### config.mk
export PLATFORM = sky130hd
export DESIGN_NAME = exec_alu_unit
export DESIGN_NICKNAME = d
export VERILOG_FILES = /design/src/rtl/exu_pkg.sv /design/src/rtl/exu_alu_decode.sv /design/src/rtl/exec_alu_unit.sv
export SDC_FILE = /design/constraint.sdc
export NUM_CORES = 1
export LEC_CHECK = 0
export BUFFER_PORTS_ARGS = -buffer_cell sky130_fd_sc_hd__buf_2
export CAP_MARGIN = 10
export CORE_ASPECT_RATIO = 0.6
export CORE_UTILIZATION = 31
export DETAILED_ROUTE_END_ITERATION = 16
export SLEW_MARGIN = 20
export SYNTH_ARGS = -nofsm -noshare
export SYNTH_HDL_FRONTEND = slang
export SYNTH_SLANG_ARGS = --single-unit
### constraint.sdc
create_clock -name clk -period 2.83 [get_ports clk]
set_input_delay 0.283 -clock clk [delete_from_list [all_inputs] [get_ports clk]]
set_output_delay 0.283 -clock clk [all_outputs]
set_load 0.01 [all_outputs]
### src/rtl/exu_pkg.sv
// Shared encodings for the execute-stage ALU: alu_ctrl codes, ALUOp classes,
// ALU funct3 values and branch funct3 values.
package exu_pkg;

    // Decoded ALU operation (alu_ctrl)
    localparam logic [3:0] ALU_AND  = 4'b0000;
    localparam logic [3:0] ALU_OR   = 4'b0001;
    localparam logic [3:0] ALU_ADD  = 4'b0010;
    localparam logic [3:0] ALU_XOR  = 4'b0011;
    localparam logic [3:0] ALU_SLL  = 4'b0100;
    localparam logic [3:0] ALU_SRL  = 4'b0101;
    localparam logic [3:0] ALU_SUB  = 4'b0110;
    localparam logic [3:0] ALU_SLT  = 4'b0111;
    localparam logic [3:0] ALU_SLTU = 4'b1000;
    localparam logic [3:0] ALU_SRA  = 4'b1101;

    // ALUOp classes from the main decoder
    localparam logic [1:0] AOP_MEM    = 2'b00;
    localparam logic [1:0] AOP_BRANCH = 2'b01;
    localparam logic [1:0] AOP_RTYPE  = 2'b10;
    localparam logic [1:0] AOP_ITYPE  = 2'b11;

    // ALU funct3 values
    localparam logic [2:0] F3_ADD  = 3'b000;
    localparam logic [2:0] F3_SLL  = 3'b001;
    localparam logic [2:0] F3_SLT  = 3'b010;
    localparam logic [2:0] F3_SLTU = 3'b011;
    localparam logic [2:0] F3_XOR  = 3'b100;
    localparam logic [2:0] F3_SR   = 3'b101;
    localparam logic [2:0] F3_OR   = 3'b110;
    localparam logic [2:0] F3_AND  = 3'b111;

    // Branch funct3 values
    localparam logic [2:0] BR_BEQ  = 3'b000;
    localparam logic [2:0] BR_BNE  = 3'b001;
    localparam logic [2:0] BR_BLT  = 3'b100;
    localparam logic [2:0] BR_BGE  = 3'b101;
    localparam logic [2:0] BR_BLTU = 3'b110;
    localparam logic [2:0] BR_BGEU = 3'b111;

endpackage

### src/rtl/exu_alu_decode.sv
// ALU control decoder: ALUOp / funct3 / funct7[5] -> 4-bit alu_ctrl.
// Purely combinational.
module exu_alu_decode
    import exu_pkg::*;
(
    input  logic [1:0] alu_op,
    input  logic [2:0] funct3,
    input  logic       funct7_b5,
    output logic [3:0] alu_ctrl
);

    // Map instruction class and function fields onto an ALU operation
    always_comb begin
        alu_ctrl = ALU_ADD;
        unique case (alu_op)
            AOP_MEM:    alu_ctrl = ALU_ADD;
            AOP_BRANCH: alu_ctrl = ALU_SUB;
            default: begin
                // R-type and I-type share the funct3 table; only R-type may
                // turn ADD into SUB, since I-type bit 30 is immediate data there.
                unique case (funct3)
                    F3_ADD:  alu_ctrl = (alu_op == AOP_RTYPE && funct7_b5) ? ALU_SUB : ALU_ADD;
                    F3_SLL:  alu_ctrl = ALU_SLL;
                    F3_SLT:  alu_ctrl = ALU_SLT;
                    F3_SLTU: alu_ctrl = ALU_SLTU;
                    F3_XOR:  alu_ctrl = ALU_XOR;
                    F3_SR:   alu_ctrl = funct7_b5 ? ALU_SRA : ALU_SRL;
                    F3_OR:   alu_ctrl = ALU_OR;
                    F3_AND:  alu_ctrl = ALU_AND;
                    default: alu_ctrl = ALU_ADD;
                endcase
            end
        endcase
    end

endmodule

### src/rtl/exec_alu_unit.sv
// Execute-stage arithmetic block: ALU control decode, N-bit ALU with a
// registered result/zero flag, and a combinational branch resolver feeding
// the PC-select mux. Optional macro EXU_BRANCH_EXT_EN enables full
// BEQ/BNE/BLT/BGE/BLTU/BGEU resolution; otherwise branches test equality only.
module exec_alu_unit
    import exu_pkg::*;
#(
    parameter int N = 32
) (
    input  logic         clk,
    input  logic         rst_n,
    input  logic         in_valid,
    input  logic [1:0]   alu_op,
    input  logic [2:0]   funct3,
    input  logic         funct7_b5,
    input  logic [N-1:0] op_a,
    input  logic [N-1:0] op_b,
    input  logic         branch,
    input  logic [N-1:0] br_a,
    input  logic [N-1:0] br_b,
    input  logic [2:0]   br_funct3,
    output logic [3:0]   alu_ctrl,
    output logic [N-1:0] result,
    output logic         zero,
    output logic         out_valid,
    output logic         branch_taken
);

    localparam int SHW = $clog2(N);

    logic [N-1:0]   alu_res;
    logic [SHW-1:0] shamt;
    logic [N-1:0]   result_d, result_q;
    logic           zero_d, zero_q;
    logic           out_valid_d, out_valid_q;

    exu_alu_decode u_dec (
        .alu_op    (alu_op),
        .funct3    (funct3),
        .funct7_b5 (funct7_b5),
        .alu_ctrl  (alu_ctrl)
    );

    assign shamt = op_b[SHW-1:0];

    // ALU datapath; unlisted control codes yield zero
    always_comb begin
        alu_res = '0;
        unique case (alu_ctrl)
            ALU_AND:  alu_res = op_a & op_b;
            ALU_OR:   alu_res = op_a | op_b;
            ALU_XOR:  alu_res = op_a ^ op_b;
            ALU_ADD:  alu_res = op_a + op_b;
            ALU_SUB:  alu_res = op_a - op_b;
            ALU_SLL:  alu_res = op_a << shamt;
            ALU_SRL:  alu_res = op_a >> shamt;
            ALU_SRA:  alu_res = N'($signed(op_a) >>> shamt);
            ALU_SLT:  alu_res = {{(N-1){1'b0}}, ($signed(op_a) < $signed(op_b))};
            ALU_SLTU: alu_res = {{(N-1){1'b0}}, (op_a < op_b)};
            default:  alu_res = '0;
        endcase
    end

    // Next-state for the EX/MEM-side registers: capture on valid, else hold
    always_comb begin
        result_d    = result_q;
        zero_d      = zero_q;
        out_valid_d = in_valid;
        if (in_valid) begin
            result_d = alu_res;
            zero_d   = (alu_res == '0);
        end
    end

    // Result/zero/valid registers; reset presents a cleared, zero-flagged result
    always_ff @(posedge clk or negedge rst_n) begin
        if (!rst_n) begin
            result_q    <= '0;
            zero_q      <= 1'b1;
            out_valid_q <= 1'b0;
        end else begin
            result_q    <= result_d;
            zero_q      <= zero_d;
            out_valid_q <= out_valid_d;
        end
    end

    assign result    = result_q;
    assign zero      = zero_q;
    assign out_valid = out_valid_q;

`ifdef EXU_BRANCH_EXT_EN
    // Full branch condition evaluation, same-cycle for the PC mux
    always_comb begin
        branch_taken = 1'b0;
        if (branch) begin
            unique case (br_funct3)
                BR_BEQ:  branch_taken = (br_a == br_b);
                BR_BNE:  branch_taken = (br_a != br_b);
                BR_BLT:  branch_taken = ($signed(br_a) <  $signed(br_b));
                BR_BGE:  branch_taken = ($signed(br_a) >= $signed(br_b));
                BR_BLTU: branch_taken = (br_a <  br_b);
                BR_BGEU: branch_taken = (br_a >= br_b);
                default: branch_taken = 1'b0;
            endcase
        end
    end
`else
    logic unused_br_funct3;
    assign unused_br_funct3 = ^br_funct3;

    // Equality-only branch resolution, same-cycle for the PC mux
    always_comb begin
        branch_taken = branch & (br_a == br_b);
    end
`endif

endmodule

## Word level (Yosys, flattened, before mapping)

Index checks and enable logic that the tools add are counted.

| word-level totals | value |
|---|---|
| flip-flop bits (word level) | 34 |
| input bits | 141 |
| output and inout bits | 39 |
| word-level logic and storage cells | 43 |

| cells by class | value |
|---|---|
| add/subtract/negate cells | 2 |
| $lt $le $gt $ge | 2 |
| equal/unequal tests | 19 |
| shift-type cells | 3 |
| muxes and demuxes | 5 |
| bitwise logic cells | 4 |
| reduce and logical (&&, ||, !) cells | 5 |

Operator list:

| kind | count |
|---|---|
| 32-bit one-hot mux with 10 select lines | 1 |
| 32-bit less-than comparator | 2 |
| 32-bit adder | 1 |
| 32-bit bitwise AND | 1 |
| 32-bit equality test | 1 |
| 32-bit logical NOT | 1 |
| 32-bit OR | 1 |
| 4-bit one-hot mux with 8 select lines | 1 |
| 32-bit by 5-bit << shifter with 32-bit output | 1 |
| 32-bit by 5-bit >> shifter with 32-bit output | 1 |
| 32-bit by 5-bit >>> shifter with 32-bit output | 1 |
| 32-bit subtractor | 1 |
| 32-bit XOR | 1 |
| 4-bit by 3-bit equality test with 1-bit output (second input constant) | 4 |
| 3-bit equality test (second input constant) | 4 |
| 4-bit by 2-bit equality test with 1-bit output (second input constant) | 2 |
| 4-bit equality test (second input constant) | 2 |
| 4-bit one-hot mux with 2 select lines | 1 |
| 3-bit by 2-bit equality test with 1-bit output (second input constant) | 2 |
| 4-bit by 1-bit equality test with 1-bit output (second input constant) | 1 |
| 4-bit logical NOT | 1 |
| 4-bit two-way mux | 1 |
| 3-bit by 1-bit equality test with 1-bit output (second input constant) | 1 |
| 3-bit logical NOT | 1 |
| other kinds (6) | 6 |

## Longest topological paths before layout

| depth | value |
|---|---|
| depth after elaboration | 8 |
| gate-level depth with buffers | 18 |
| gate-level depth less buffers | 15 |

## Cells and area by module

A second synthesis with hierarchy kept.

| second synthesis, totals | value |
|---|---|
| cells, all modules | 1539 |
| area, all modules | 11130.7 um2 |

Modules (own cells, without submodules):

| module | instances | cells each | area an instance (um2) | sequential area each (um2) |
|---|---|---|---|---|
| exec_alu_unit | 1 | 1526 | 11036.8 | 852.1 |
| exu_alu_decode | 1 | 13 | 93.8 | 0.0 |

## Worst setup path before layout

OpenSTA, ideal clock, no wires.

| timing | value |
|---|---|
| path type | input-to-reg |
| from | in op_b[3] |
| to | reg zero_q, in the netlist zero |
| library setup time | 0.097 ns |
| arrival time | 4.585 ns |
| required time | 2.733 ns |
| setup slack | -1.852 ns |
| stages | 18 |
| path buffers | 5 |
| cells stage by stage | buf_2 > buf_2 > inv_2 > buf_1 > buf_1 > ha_1 > clkbuf_1 > nor4_1 > o2111a_1 > o21ai_0 > a31oi_1 > nor2_1 > o41ai_1 > o21a_1 > a31oi_1 > or4_1 > or4_1 > o41ai_2 |

| on the way | value |
|---|---|
| longest elaborated chain between the ends | 3 |
| elaborated cells on any way between the ends | 12 |
| those cells by class | add/sub (2); order compare (2); shift (3); mux (1); bitwise (3); reduce/logical (1) |

Ends and longest elaborated chain:

| what | RTL line | RTL |
|---|---|---|
| from (decl) | exec_alu_unit.sv:17 | `input logic [N-1:0] op_b,` |
| 32-bit subtractor, or another cell as far along | exec_alu_unit.sv:54 | `ALU_SUB: alu_res = op_a - op_b;` |
| 32-bit one-hot mux with 10 select lines * | exec_alu_unit.sv:49 | `unique case (alu_ctrl)` |
| 32-bit logical NOT * | exec_alu_unit.sv:71 | `zero_d = (alu_res == '0);` |
| to (signal assigned) | exec_alu_unit.sv:83 | `zero_q <= zero_d;` |
| to (decl) | exec_alu_unit.sv:34 | `logic zero_d, zero_q;` |

Mark *: on every way between the ends. The rest lies on a longest branch, timed or not.
A chain may end at the register's enable or synchronous reset.

## Final worst setup path

| timing | value |
|---|---|
| from | in op_b[0] |
| to | reg zero_q, in the netlist zero |

Same word-level chain as after synthesis.

==> summary.txt <==
Placed design
  • Post-DP HPWL: 71.94 mm
  • Post-Place Cell Area: approximately 19000 um2
  • PortBufs: 176
  • Worst slack, placed: -2.075 ns
  • Final GP Congestion: between 1 and 1.5

Hold path
  • Worst min path class: in -> async

Timing
  • Setup violators final: 15
  • Final Hold Viols: 0
  • Fin worst setup slack: -1.259 ns
  • Slew Limit Headroom: 37.03%
  • Worst-margin pin slew: approximately 0.94 ns
  • Clock Skew: 0 ns
  • Max Clk Rate: between 0.2 and 0.25 GHz
  • Hold WS: about 0.072 ns
  • Count of final max-slew check failures: 0
  • RSZ-0062 raised after global routing: yes
  • Final period util: 144.5%
  • Fin crit period: about 4.1 ns

Cells and area
  • Fill cells: around 3.6k
  • Commonest cells after routing, fill and taps aside: buf_4, nor2_1, buf_2, nand2_1, a21oi_1
  • Nets@finish: ~2.8k
  • Final Cell Area: approximately 21000 um2
  • Most common cell after layout, fill and taps aside: buf_4
  • Area growth from synthesis to final layout: 76.65%
  • Share of cells above drive strength 1: around half

Status
  • Failing checks: negative setup slack
  • Status: finished with violations

Floorplan
  • Initial Util: a little under a third
  • Chip height: about 150 um
  • Core area: approximately 38000 um2
  • Top-level port count: 180
  • Die Wd: 255.8 um
  • Site Rows: 55
  • Die Area: 39470 um2

Worst setup path
  • Worst-path fanout max: 11
  • Worst Setup End Kind: flip-flop
  • Worst Setup Path Type: in -> reg
  • Worst setup SP type: primary input
  • Required time worst endpoint: 3.04 ns
  • CP Data Arrival Time: approximately 4.3 ns
  • Worst r2r path cells: 1

Drt
  • Initial DRC count: 2688
  • Via count: 18.71k
  • Antenna viol nets, final: 0
  • Vias per std cell: 6.109
  • Wirelength, routed: 87.36 mm
  • DR pass1 iterations: 6
  • Drc violations: 0
  • Drt wl/cell: 28.53 um

GRT
  • Global-route wire length before repair: roughly 120 mm
  • Gr usage total: 42.50%
  • Number of global-route vias before repair: 17.52k
  • Gr ovfl total: 0
  • Pin count of the biggest net entering global routing: slightly below 50
  • Initial antenna violation count: 5

Power
  • PD cells: between 200 and 300 nW/um2
  • Clock power frac: between 10% and 20%
  • Worst vdd ir: around 0.27 mV
  • Comb pwr share: 79.3%
  • Sw Share: between 40 and 50%
  • Final Power: 5.992 mW
  • Leakage power: 9.665 nW
  • P_int: around 3.1 mW
  • P_sw: 2.873 mW
  • Sequential Power Share: between 10% and 20%

Synth
  • Cell variety after synth: just under 100
  • Post-Syn Nets: 1963
  • Yosys reg bits: 34
  • YS warnings: 0
  • Async SR Flop Fraction: 100.0%
  • Share of the synthesized area in the top cell type: between 10 and 15%
  • Post-synth EDFFs: 0
  • Post-synthesis sequential area ratio: under 10%
  • Synth area leader: ha_1
  • Syn Area/Cell: between 6 and 7 um2
  • Synthesized cell area: approximately 12000 um2
  • Main synth FF type: dfrtp_1
  • Cell count after synthesis: 1721
  • Area contributors post-synth: ha_1, dfrtp_1, a21oi_1

Clock network
  • Htree depth: 2
  • CTS tree: done
  • Clock Path Buffers: 2
  • Reg clk slew, reported paths: approximately 0.070 ns
  • Num CTS Buffers: 5
  • Clk Latency, worst-skew pair: approximately 0.30 ns
  • Post-cts hold buffer count: 0
  • CTS sink count: 34
  • CTS root buf: clkbuf_16

Job
  • Max-Cap Viols: 0
[power groups by stage]
| stage | Combinational [mW] | Sequential [mW] | Clock [mW] |
|---|---|---|---|
| 6_report | 4.75 | 0.635 | 0.607 |
| 5_1_grt | 4.92 | 0.644 | 0.629 |
| 4_1_cts | 4.36 | 0.632 | 0.608 |
| 3_5_place_dp | 3.98 | 0.639 | 0 |
| 2_1_floorplan | 1.69 | 0.683 | 0 |
| 3_3_place_gp | 3.96 | 0.629 | 0 |
[kinds of logic after synthesis]
| group | count (synthesis) | share of synthesized area (%) |
|---|---|---|
| compound gates | 593 | 32.93 |
| simple gates | 581 | 23.24 |
| buf+inv | 236 | 8.061 |
| mux | 139 | 15.28 |
| fa+ha+maj | 101 | 10.67 |
| xor+xnor | 37 | 2.704 |
| flops | 34 | 7.111 |
[repair_timing]
item	in CTS	in global routing
pin swaps	63	56
endpoints found under the setup margin	25	20
gates resized for setup	245	118
setup buffers	33	25
cloned	0	1
[critical path, cell delays in order]
cell and delay [ns]:
buf_8 0.11, buf_12 0.15, buf_6 0.14, buf_12 0.14, nand2_1 0.30, o22ai_1 0.19, nor2_1 0.13, buf_4 0.18
nand2_1 0.07, a211o_1 0.32, a2111o_1 0.46, nor3_4 0.28, nand4_1 0.20, nor4_4 0.25, buf_4 0.16, nand4_1 0.13
or4_4 0.57, o41ai_2 0.21
[state kept, by name, summed over array words and instances (netlist names)]
signal	flops
result	32
zero	1
out_valid	1
[cells in the mapped netlist, types with 26 or more instances]
master    count
nor4_1       29
buf_2        52
ha_1         99
nand2_1     152
nor2_1      185
a31oi_1      32
o211ai_1     26
nand3_1      33
clkbuf_1     62
xnor2_1      33
a21oi_1     163
mux4_2       30
a211oi_1     39
dfrtp_1      33
o21ai_0     108
mux2_2       47
nor3_1       41
mux2i_1      61
inv_1        93
[path summary, 6_finish.rpt]
check | startpoint | end | slack [ns]
setup / recovery | op_b[0] | zero | -1.26
hold / removal | rst_n | result[29] | 0.07
setup reg to reg | result[20] | result[20] | 2.03
hold reg to reg | result[2] | result[2] | 0.49
max in group asynchronous | rst_n | result[7] | 2.21
min in group clk | result[2] | result[2] | 0.49
[cell type report]
cell class,instances,area (um2),area share (%)
Antenna cell,1,2.502,0.01182
Clock buffer,7,142.6,0.6738
Clock inverter,1,5.005,0.02364
Inverter,100,409.1,1.933
Multi-Input combinational cell,1451,11780,55.64
Sequential cell,34,852.1,4.025
Tap cell,513,641.9,3.032
Timing Repair Buffer,955,7336,34.66
[routing by layer]
metal	global-route usage, %	vias up	share of wire, %
li1	-	8124	-
met1	62.76	9140	44
met2	59.61	1287	39
met3	11.36	146	13
met4	11.35	8	3.1
met5	0	-	0.060
[metrics by stage]
step / setup TNS [ns] / std cells / util (%)
after floorplan: -3.112 / 1721 / -
after global placement: -18.42 / 3000 / 49.92
after detailed placement: -19.53 / 3000 / 49.94
after CTS: -4.444 / 3037 / 53.92
after global routing: -7.030 / 3061 / 55.92
final: -5.588 / 3062 / 55.93
No activity file was read; power rests on OpenSTA's default activity.
